--- config.mk ---
export PLATFORM = sky130hd
export DESIGN_NAME = multisim_apb_channel_fsm_flat
export DESIGN_NICKNAME = d
export VERILOG_FILES = /design/src/rtl/multisim_apb_channel_fsm_pkg.sv /design/src/rtl/multisim_apb_channel_fsm_if.sv /design/src/rtl/multisim_apb_channel_fsm_phase.sv /design/src/rtl/multisim_apb_channel_fsm.sv /design/src/flat_wrapper.sv
export SDC_FILE = /design/constraint.sdc
export NUM_CORES = 1
export LEC_CHECK = 0
export BUFFER_PORTS_ARGS = -buffer_cell sky130_fd_sc_hd__buf_4
export CAP_MARGIN = 25
export CORE_ASPECT_RATIO = 1.5
export CORE_UTILIZATION = 45
export CTS_CLUSTER_DIAMETER = 30
export DETAILED_ROUTE_END_ITERATION = 10
export PLACE_DENSITY_LB_ADDON = 0.05
export SLEW_MARGIN = 20
export SYNTH_ARGS = -nofsm -noshare
export SYNTH_HDL_FRONTEND = slang
export SYNTH_SLANG_ARGS = --single-unit
--- constraint.sdc ---
create_clock -name clk -period 5.66 [get_ports clk]
set_input_delay 1.132 -clock clk [delete_from_list [all_inputs] [get_ports clk]]
set_output_delay 1.132 -clock clk [all_outputs]
set_load 0.05 [all_outputs]
--- src/rtl/multisim_apb_channel_fsm_pkg.sv ---
// Shared types for the multisim APB channel front-end.
//   multisim_apb_state_t : APB transfer phase (IDLE, SETUP, ACCESS).
//                          Encoding 2'd3 is unused; the FSM treats it as IDLE.
package multisim_apb_pkg;

  typedef enum logic [1:0] {
    IDLE   = 2'd0,
    SETUP  = 2'd1,
    ACCESS = 2'd2
  } multisim_apb_state_t;

endpackage

--- src/rtl/multisim_apb_channel_fsm_if.sv ---
// Bus bundle for multisim_apb_channel_fsm.
// It groups the APB side (request word, PSEL, PENABLE, PREADY, response word),
// the request push channel (valid/ready/data) and the response pull channel
// (valid/ready/data).
//   slave  : view of the front-end (the DUT).
//   master : view of the APB manager and transport (the environment).
interface multisim_apb_channel_fsm_if #(
  parameter int REQ_WIDTH  = 64,
  parameter int RESP_WIDTH = 34
);
  logic [REQ_WIDTH-1:0]  i_apb_req;
  logic                  i_psel;
  logic                  i_penable;
  logic                  o_pready;
  logic [RESP_WIDTH-1:0] o_apb_resp;
  logic                  o_req_vld;
  logic                  i_req_rdy;
  logic [REQ_WIDTH-1:0]  o_req_data;
  logic                  i_resp_vld;
  logic                  o_resp_rdy;
  logic [RESP_WIDTH-1:0] i_resp_data;

  modport slave (
    input  i_apb_req, i_psel, i_penable, i_req_rdy, i_resp_vld, i_resp_data,
    output o_pready, o_apb_resp, o_req_vld, o_req_data, o_resp_rdy
  );

  modport master (
    output i_apb_req, i_psel, i_penable, i_req_rdy, i_resp_vld, i_resp_data,
    input  o_pready, o_apb_resp, o_req_vld, o_req_data, o_resp_rdy
  );
endinterface

--- src/rtl/multisim_apb_channel_fsm_phase.sv ---
// APB phase tracker: state register and next-state logic.
//   clk, rst : clock, asynchronous active-high reset
//   psel     : APB PSEL, starts a transfer from IDLE
//   pready   : completion of the ACCESS phase
//   abort    : manager dropped PSEL mid-transfer
//   hold     : blocks leaving IDLE while a stale response is still owed
//   state    : current phase
module multisim_apb_phase_fsm
  import multisim_apb_pkg::*;
(
  input  logic                clk,
  input  logic                rst,
  input  logic                psel,
  input  logic                pready,
  input  logic                abort,
  input  logic                hold,
  output multisim_apb_state_t state
);

  always_ff @(posedge clk or posedge rst) begin
    if (rst) begin
      state <= IDLE;
    end else begin
      case (state)
        SETUP:   state <= abort ? IDLE : ACCESS;
        ACCESS:  if (abort || pready) state <= IDLE;
        // IDLE and the unused encoding both wait for a new transfer
        default: state <= (psel && !hold) ? SETUP : IDLE;
      endcase
    end
  end

endmodule

--- src/rtl/multisim_apb_channel_fsm.sv ---
// APB subordinate front-end for multisim server links.
// Each APB transfer is pushed as one request word onto the request channel.
// ACCESS is then held until one word arrives on the response channel; that
// word drives PREADY and the APB response.
//   clk, rst : clock, asynchronous active-high reset
//   bus      : APB + request/response channels (slave modport)
//   o_state  : current phase (0 IDLE, 1 SETUP, 2 ACCESS)
//   o_abort  : one-cycle pulse, coincident with the return to IDLE, when the
//              manager abandons a transfer
module multisim_apb_channel_fsm
  import multisim_apb_pkg::*;
#(
  parameter int REQ_WIDTH  = 64,
  parameter int RESP_WIDTH = 34
) (
  input  logic                      clk,
  input  logic                      rst,
  multisim_apb_channel_fsm_if.slave bus,
  output logic [1:0]                o_state,
  output logic                      o_abort
);

  multisim_apb_state_t   state;
  logic                  in_xfer;
  logic                  abort;
  logic                  req_vld;
  logic                  req_hs;
  logic                  pready;
  logic                  resp_rdy;
  logic                  start;
  logic                  req_sent;
  logic                  drain;
  logic                  abort_q;
  logic [REQ_WIDTH-1:0]  req_data_q;
  logic [RESP_WIDTH-1:0] resp_q;
  logic                  unused_penable;

  // PENABLE is monitored only; the phase is tracked from PSEL alone
  assign unused_penable = bus.i_penable;

  assign in_xfer = (state == SETUP) || (state == ACCESS);
  assign abort   = in_xfer && !bus.i_psel;
  assign start   = !in_xfer && bus.i_psel && !drain;
  assign req_vld = (state == SETUP) || ((state == ACCESS) && !req_sent);
  assign req_hs  = req_vld && bus.i_req_rdy;

  // Abort takes priority over a response in the same cycle: the response
  // stays on the channel and is later drained.
  assign pready   = bus.i_resp_vld && (state == ACCESS) && req_sent && !drain && !abort;
  assign resp_rdy = ((state == ACCESS) && req_sent && !abort) || drain;

  multisim_apb_phase_fsm u_phase (
    .clk    (clk),
    .rst    (rst),
    .psel   (bus.i_psel),
    .pready (pready),
    .abort  (abort),
    .hold   (drain),
    .state  (state)
  );

  // ---- control registers ----
  always_ff @(posedge clk or posedge rst) begin
    if (rst) begin
      req_sent <= 1'b0;
      drain    <= 1'b0;
      abort_q  <= 1'b0;
    end else begin
      abort_q <= abort;
      if (abort || pready) req_sent <= 1'b0;
      else if (req_hs)     req_sent <= 1'b1;
      // a request that reached the transport owes one response, which is swallowed
      if (abort && (req_sent || req_hs)) drain <= 1'b1;
      else if (drain && bus.i_resp_vld)  drain <= 1'b0;
    end
  end

  // ---- data registers ----
  always_ff @(posedge clk or posedge rst) begin
    if (rst) begin
      req_data_q <= '0;
      resp_q     <= '0;
    end else begin
      if (start)  req_data_q <= bus.i_apb_req;
      if (pready) resp_q     <= bus.i_resp_data;
    end
  end

  assign bus.o_req_vld  = req_vld;
  assign bus.o_req_data = req_data_q;
  assign bus.o_resp_rdy = resp_rdy;
  assign bus.o_pready   = pready;
  assign bus.o_apb_resp = pready ? bus.i_resp_data : resp_q;
  assign o_state        = state;
  assign o_abort        = abort_q;

endmodule

--- src/flat_wrapper.sv ---
// flat-port wrapper written by rule: the top's interface ports become plain ports
module multisim_apb_channel_fsm_flat import multisim_apb_pkg::*;
#(
  parameter int REQ_WIDTH  = 64,
  parameter int RESP_WIDTH = 34
)
  (clk, rst, o_state, o_abort, bus_i_apb_req, bus_i_psel, bus_i_penable, bus_i_req_rdy, bus_i_resp_vld, bus_i_resp_data, bus_o_pready, bus_o_apb_resp, bus_o_req_vld, bus_o_req_data, bus_o_resp_rdy);
  multisim_apb_channel_fsm_if #(.REQ_WIDTH(REQ_WIDTH), .RESP_WIDTH(RESP_WIDTH)) bus_i ();
  input  logic clk;
  input  logic rst;
  output logic [1:0] o_state;
  output logic o_abort;
  input wire logic [$bits(bus_i.i_apb_req)-1:0] bus_i_apb_req;
  input wire logic [$bits(bus_i.i_psel)-1:0] bus_i_psel;
  input wire logic [$bits(bus_i.i_penable)-1:0] bus_i_penable;
  input wire logic [$bits(bus_i.i_req_rdy)-1:0] bus_i_req_rdy;
  input wire logic [$bits(bus_i.i_resp_vld)-1:0] bus_i_resp_vld;
  input wire logic [$bits(bus_i.i_resp_data)-1:0] bus_i_resp_data;
  output wire logic [$bits(bus_i.o_pready)-1:0] bus_o_pready;
  output wire logic [$bits(bus_i.o_apb_resp)-1:0] bus_o_apb_resp;
  output wire logic [$bits(bus_i.o_req_vld)-1:0] bus_o_req_vld;
  output wire logic [$bits(bus_i.o_req_data)-1:0] bus_o_req_data;
  output wire logic [$bits(bus_i.o_resp_rdy)-1:0] bus_o_resp_rdy;
  assign bus_i.i_apb_req = bus_i_apb_req;
  assign bus_i.i_psel = bus_i_psel;
  assign bus_i.i_penable = bus_i_penable;
  assign bus_i.i_req_rdy = bus_i_req_rdy;
  assign bus_i.i_resp_vld = bus_i_resp_vld;
  assign bus_i.i_resp_data = bus_i_resp_data;
  assign bus_o_pready = bus_i.o_pready;
  assign bus_o_apb_resp = bus_i.o_apb_resp;
  assign bus_o_req_vld = bus_i.o_req_vld;
  assign bus_o_req_data = bus_i.o_req_data;
  assign bus_o_resp_rdy = bus_i.o_resp_rdy;
  multisim_apb_channel_fsm #(.REQ_WIDTH(REQ_WIDTH), .RESP_WIDTH(RESP_WIDTH)) u_core (.clk(clk), .rst(rst), .bus(bus_i), .o_state(o_state), .o_abort(o_abort));
endmodule
# Word level (Yosys, flattened, before mapping)
# Cells that the tools add are included.
dict set report word_totals {
  register_bits 103
  latch_bits 0
  ramBits 0
  rom_bits 0
  inputBits 104
  output_inout_bits 104
  mem_count 0
}
dict set report classes {
  n_addsub 0
  multipliers 0
  n_div 0
  n_lt_le_gt_ge 0
  n_eq_ne 3
  shifts 0
  mux 9
  bitwise 0
  reduce_logical 26
}
# op n
set op_table {}
lappend op_table {{34-bit two-way mux} 1}
lappend op_table {{1-bit logical AND} 14}
lappend op_table {{1-bit logical NOT} 5}
lappend op_table {{1-bit logical OR} 5}
lappend op_table {{1-bit two-way mux} 5}
lappend op_table {{2-bit two-way mux} 2}
lappend op_table {{2-bit case mux with 2 select lines} 1}
lappend op_table {{2-bit nonzero test} 2}
lappend op_table {{2-bit by 1-bit equality test with 1-bit output (second input constant)} 1}
lappend op_table {{2-bit equality test (second input constant)} 1}
lappend op_table {{2-bit != test (second input constant)} 1}

# Logic depth before layout (Yosys ltp)
dict set report logic_depth {
  depth_word 8
  depth_mapped 6
  depth_no_buf 5
}

# Cells and area by module
# Synthesis repeated with hierarchy kept, for this count alone.
dict set report unflattened {
  hier_cells 241
  area_unflattened_um2 4078.9
}
# mod n_inst cells_each area_each_um2 seq_area_each_um2
set by_module_without_submodules {}
lappend by_module_without_submodules {multisim_apb_channel_fsm 1 227 3935.0 2527.4}
lappend by_module_without_submodules {multisim_apb_phase_fsm 1 14 143.9 50.0}

# Worst setup path after synthesis
# OpenSTA, ideal clock, no wires.
dict set report synth_path {
  path_kind {flip-flop to output port}
  from {reg u_core.u_phase.state[0]}
  to {out bus_o_resp_rdy}
  arrival_time_ps 2287
  t_required_ps 4528
  setup_slack_ps 2241
  path_stages_with_launch 5
  n_path_buf 0
  cell_sequence {dfrtp_1 -> inv_1 -> ha_1 -> nor2_2 -> o21ai_0}
}
dict set report synth_via {
  elab_chain_cells 6
  elab_cells_between_ends 8
}
# element line_no
set synth_lines {}
lappend synth_lines {{from (decl)} multisim_apb_channel_fsm_phase.sv:17} ;# output multisim_apb_state_t state
lappend synth_lines {{from (signal assigned)} multisim_apb_channel_fsm_phase.sv:25} ;# SETUP: state <= abort ? IDLE : ACCESS;
lappend synth_lines {{from (signal assigned)} multisim_apb_channel_fsm_phase.sv:28} ;# default: state <= (psel && !hold) ? SETUP : IDLE;
lappend synth_lines {{2-bit by 1-bit equality test with 1-bit output / 2-bit equality test (equally long branches)} multisim_apb_channel_fsm.sv:41} ;# assign in_xfer = (state == SETUP) || (state == ACCESS);
lappend synth_lines {{1-bit logical OR *} multisim_apb_channel_fsm.sv:41}
lappend synth_lines {{1-bit logical AND *} multisim_apb_channel_fsm.sv:42} ;# assign abort = in_xfer && !bus.i_psel;
lappend synth_lines {{via u_core.abort} multisim_apb_channel_fsm.sv:25} ;# logic abort;
lappend synth_lines {{1-bit logical NOT *} multisim_apb_channel_fsm.sv:50} ;# assign resp_rdy = ((state == ACCESS) && req_sent && !abort) || drain;
lappend synth_lines {{1-bit logical AND *} multisim_apb_channel_fsm.sv:50}
lappend synth_lines {{1-bit logical OR *} multisim_apb_channel_fsm.sv:50}
lappend synth_lines {{to (decl)} flat_wrapper.sv:23} ;# output wire logic [$bits(bus_i.o_resp_rdy)-1:0] bus_o_resp_rdy;
# The timed path passes the listed nets; every way through them passes the cells marked *.

# Worst setup path in the final report
dict set report layout_path {
  from {in bus_i_resp_vld}
  to {out bus_o_apb_resp[3]}
}
dict set report layout_via {
  elab_chain_cells 5
}
# element line_no
set layout_lines {}
lappend layout_lines {{from (decl)} flat_wrapper.sv:17} ;# input wire logic [$bits(bus_i.i_resp_vld)-1:0] bus_i_resp_vld;
lappend layout_lines {{1-bit logical AND (4 in series)} multisim_apb_channel_fsm.sv:49} ;# assign pready = bus.i_resp_vld && (state == ACCESS) && req_sent && !drain && !abort;
lappend layout_lines {{34-bit two-way mux} multisim_apb_channel_fsm.sv:93} ;# assign bus.o_apb_resp = pready ? bus.i_resp_data : resp_q;
lappend layout_lines {{to (decl)} flat_wrapper.sv:20} ;# output wire logic [$bits(bus_i.o_apb_resp)-1:0] bus_o_apb_resp;
# No other way between the ends.

==> key figures <==
Status
  – Status: complete, no violations

Place
  – GP Congestion: 0.702
  – HPWL Detailed: around 6.7 mm
  – Port Buf Inserts: 206

Power and ir drop
  – Net Sw Frac: 45.6%
  – Psw: ~2000 uW
  – Pwr dens: about 710 nW/um^2
  – Pint: around 2400 uW
  – P_leak: around 0.0032 uW
  – Logic pwr share: approximately 57%
  – Clock power frac: ~15%
  – Sequential share of power: 27.8%
  – Max IR drop VDD: just over 0.4 mV
  – Tot Pwr: ~4400 uW

Route
  – Post-route antenna net violation count: 0
  – Drt wl/cell: about 16 um
  – Initial DRC count: a little over 90
  – Vias: ~2700
  – DRC viols: 0
  – Final wirelength: a little over 9 mm
  – Drt first pass iters: 6
  – Via/cell ratio: between 4 and 5

Global route
  – Total gr overflow: 0
  – Vias in the first global route: 2800
  – Total global routing track utilization: 19.1%
  – First-pass GRT wire length: around 14 mm
  – Largest net degree at the start of global routing: 59
  – Initial antenna violation count: 0

Synth
  – Largest cells by area after synthesis: dfrtp_1 61%, mux2_4 24%, mux2_2 5.3%
  – Yosys top cell area share: just over 60%
  – Post-Synth XOR/XNOR Area: 0%
  – Multiplexer share of the synthesized area: 32.7%
  – EDFF count, synth: 0
  – Warnings from Yosys: 0
  – Ys flop type: dfrtp_1
  – Mean area per synthesized cell: 18.0 um^2
  – Distinct cells, synth: 22
  – Largest family of logic cells by synthesized area: multiplexers
  – Syn nets: between 300 and 400
  – Seq/Total Area, Yosys: roughly three fifths
  – Yosys reg bits: just over 100
  – Synth Area in Simple Gates: under 10%
  – Asr flop ratio synth: 100%
  – Cell taking the most area after synthesis: dfrtp_1
  – Gate Count Post-Synth: 235
  – Synth Area in Compound Gates: around 1.1%
  – Adder-cell area share of the yosys netlist: less than 1%
  – Mapped Area: 4230 um^2

Setup path
  – CP Capture Type: output port
  – Critical path depth: 6
  – Setup slack, reg-to-reg: 3.21 ns
  – CP max stage delay: 0.49 ns
  – Reg2reg start: u_core.u_phase.state[0]$_DFFE_PP0P_
  – Worst Setup SP: bus_i_resp_vld
  – WP data arrival: 2.60 ns
  – CP required: roughly 4.5 ns
  – CP max-delay cell: buf_4
  – Reg2reg end: u_core.bus.o_req_data[14]$_DFFE_PP0P_
  – Crit-path max FO: 35
  – Worst setup path endpoint: bus_o_apb_resp[3]
  – R2r worst-path depth: 5
  – Crit-path most repeated cell: buf_4
  – CP startpoint kind: input pin
  – CP top delay family: buffers and inverters
  – Worst path bufs/invs: 3
  – Crit Path Class: input pin to output port
  – CP Cell Sequence: buf_4 > nand4b_2 > nor2_4 > buf_4 > mux2_2 > buf_4

Min path
  – Hold Path Class: register to register
  – Worst hold start: u_core.resp_q[4]$_DFF_PP0_
  – Worst Hold Depth: 1

Timing
  – Post-Route Setup TNS: 0 ns
  – Slew margin rel.: around 54%
  – Hold Fails Final Rpt: 0
  – RSZ-0062 raised after global routing: false
  – Final slew viol count: 0
  – Final setup violating endpoints: 0
  – Minimum clock period: roughly 3.7 ns
  – Worst hold slack: ~0.49 ns
  – Fin crit share: 65.9%
  – Fmax: ~270 MHz
  – Setup Skew: 0.00460 ns
  – Worst Tran Pin Value: just under 0.7 ns

Finish
  – Area growth syn-to-layout: 45.6%
  – Area of the multi-input gates: 1520 um^2
  – Final net count: around 550
  – FILL cells: slightly above 700
  – Reg area: ~2600 um^2
  – Antenna diodes: 0
  – Share of cells above drive strength 1: between 70% and 80%

Clock tree
  – Setup bufs post-CTS: 0
  – Clk_lat worst skew: around 0.34 ns
  – Cts repair resizes: 0
  – Clock sinks: roughly 100
  – Clock slew at reported path FFs: approximately 0.070 ns
  – Max H-tree Level: 3
  – Num CTS Buffers: 9
  – Hold_buf cts: 0
  – Root buf cell: clkbuf_16
  – CTS tree: built
  – CTS Buffer Depth: 2

Floorplan
  – Die W: ~81 um
  – Initial Utilization: between 40% and 50%
  – Core ar.: ~9000 um^2
  – Die height: approximately 120 um
  – Die area: about 10000 um^2
  – I/O pins: around 210
  – Row Count: between 40 and 50

Flow run
  – Max Cap Viol: 0
-- layout by cell type, fill, tap and decap left out, types with 2 or more instances in the layout --
| cell type | Yosys | layout |
|---|---|---|
| dfrtp_1 | 103 | 103 |
| mux2_4 | 69 | 69 |
| inv_1 | 5 | 4 |
| clkbuf_16 | 0 | 9 |
| mux2_2 | 20 | 20 |
| buf_4 | 0 | 209 |
| o21ai_0 | 3 | 3 |
| ha_1 | 2 | 2 |
| bufinv_16 | 0 | 2 |
| clkinv_4 | 0 | 3 |
| mux2_1 | 9 | 9 |
| nor2_1 | 2 | 2 |
| mux2i_1 | 2 | 2 |
-- cells in the mapped netlist, types with 2 or more instances --
master,number
dfrtp_1,103
buf_12,3
mux2_4,69
inv_1,5
buf_2,2
mux2i_1,2
mux2_1,9
mux2_2,20
buf_6,5
nor2_1,2
o21ai_0,3
ha_1,2
-- routing by layer --
metal	global-route usage [%]	up-vias	wire, um
li1	-	1238	-
met1	21.9	1332	3350
met2	31.1	127	4710
met3	6.04	19	727
met4	9.93	0	289
met5	0	-	0
-- worst reg2reg max path: cells and delay by family (launching register included) --
kind | cells | cell delay [ns]
buffers and inverters | 2 | 0.71
and+or+nand+nor | 1 | 0.41
muxes | 1 | 0.42
adders and majority gates | 1 | 0.41
DFF | 1 | 0.40
-- worst min-delay path by stage --
stage	endpoint	slack, ns
floorplan	u_core.drain$_DFFE_PP0P_	0.52
global placement	u_core.resp_q[6]$_DFF_PP0_	0.47
detailed placement	u_core.resp_q[29]$_DFF_PP0_	0.48
CTS	u_core.resp_q[4]$_DFF_PP0_	0.50
global route	u_core.resp_q[4]$_DFF_PP0_	0.50
finish	u_core.resp_q[4]$_DFF_PP0_	0.49
-- state kept, by name, summed over array words and instances, names as in the netlist --
| name | count |
|---|---|
| u_core.req_sent | 1 |
| u_core.o_abort | 1 |
| u_core.resp_q | 34 |
| u_core.bus.o_req_data | 64 |
| u_core.u_phase.state | 2 |
| u_core.drain | 1 |
-- power groups by stage --
stage | Combinational, uW | Sequential [uW] | Clock (uW)
floorplan | 1000 | 2060 | 0
global placement | 2490 | 1210 | 0
CTS | 2520 | 1220 | 688
global route | 2600 | 1250 | 715
finish | 2500 | 1220 | 669
detailed placement | 2520 | 1220 | 0
-- cell type report --
class | count | area share, %
sequential | 103 | 41.8
clock inverter | 6 | 1.52
inverter | 5 | 0.345
clock buffer | 10 | 3.88
timing repair buffer | 209 | 25.5
tap | 112 | 2.27
multi-input combinational | 117 | 24.7
-- cell families (layout without fill, tap and decap cells) --
group	after synthesis	count (layout)
fa+ha+maj	2	2
mux	100	100
buf+inv	15	230
flops	103	103
compound gates	7	7
simple gates	8	8
-- stage by stage --
step / setup slack [ns] / util (%) / instances / area, um^2
after floorplan: 1.82 / - / 235 / 4230
after global placement: 1.93 / 63.4 / 546 / 5830
after detailed placement: 1.90 / 63.4 / 546 / 5830
after CTS: 1.90 / 67.0 / 562 / 6160
after global routing: 1.84 / 67.0 / 562 / 6160
final: 1.93 / 67.0 / 562 / 6160
No activity file was read; power rests on OpenSTA's default activity.
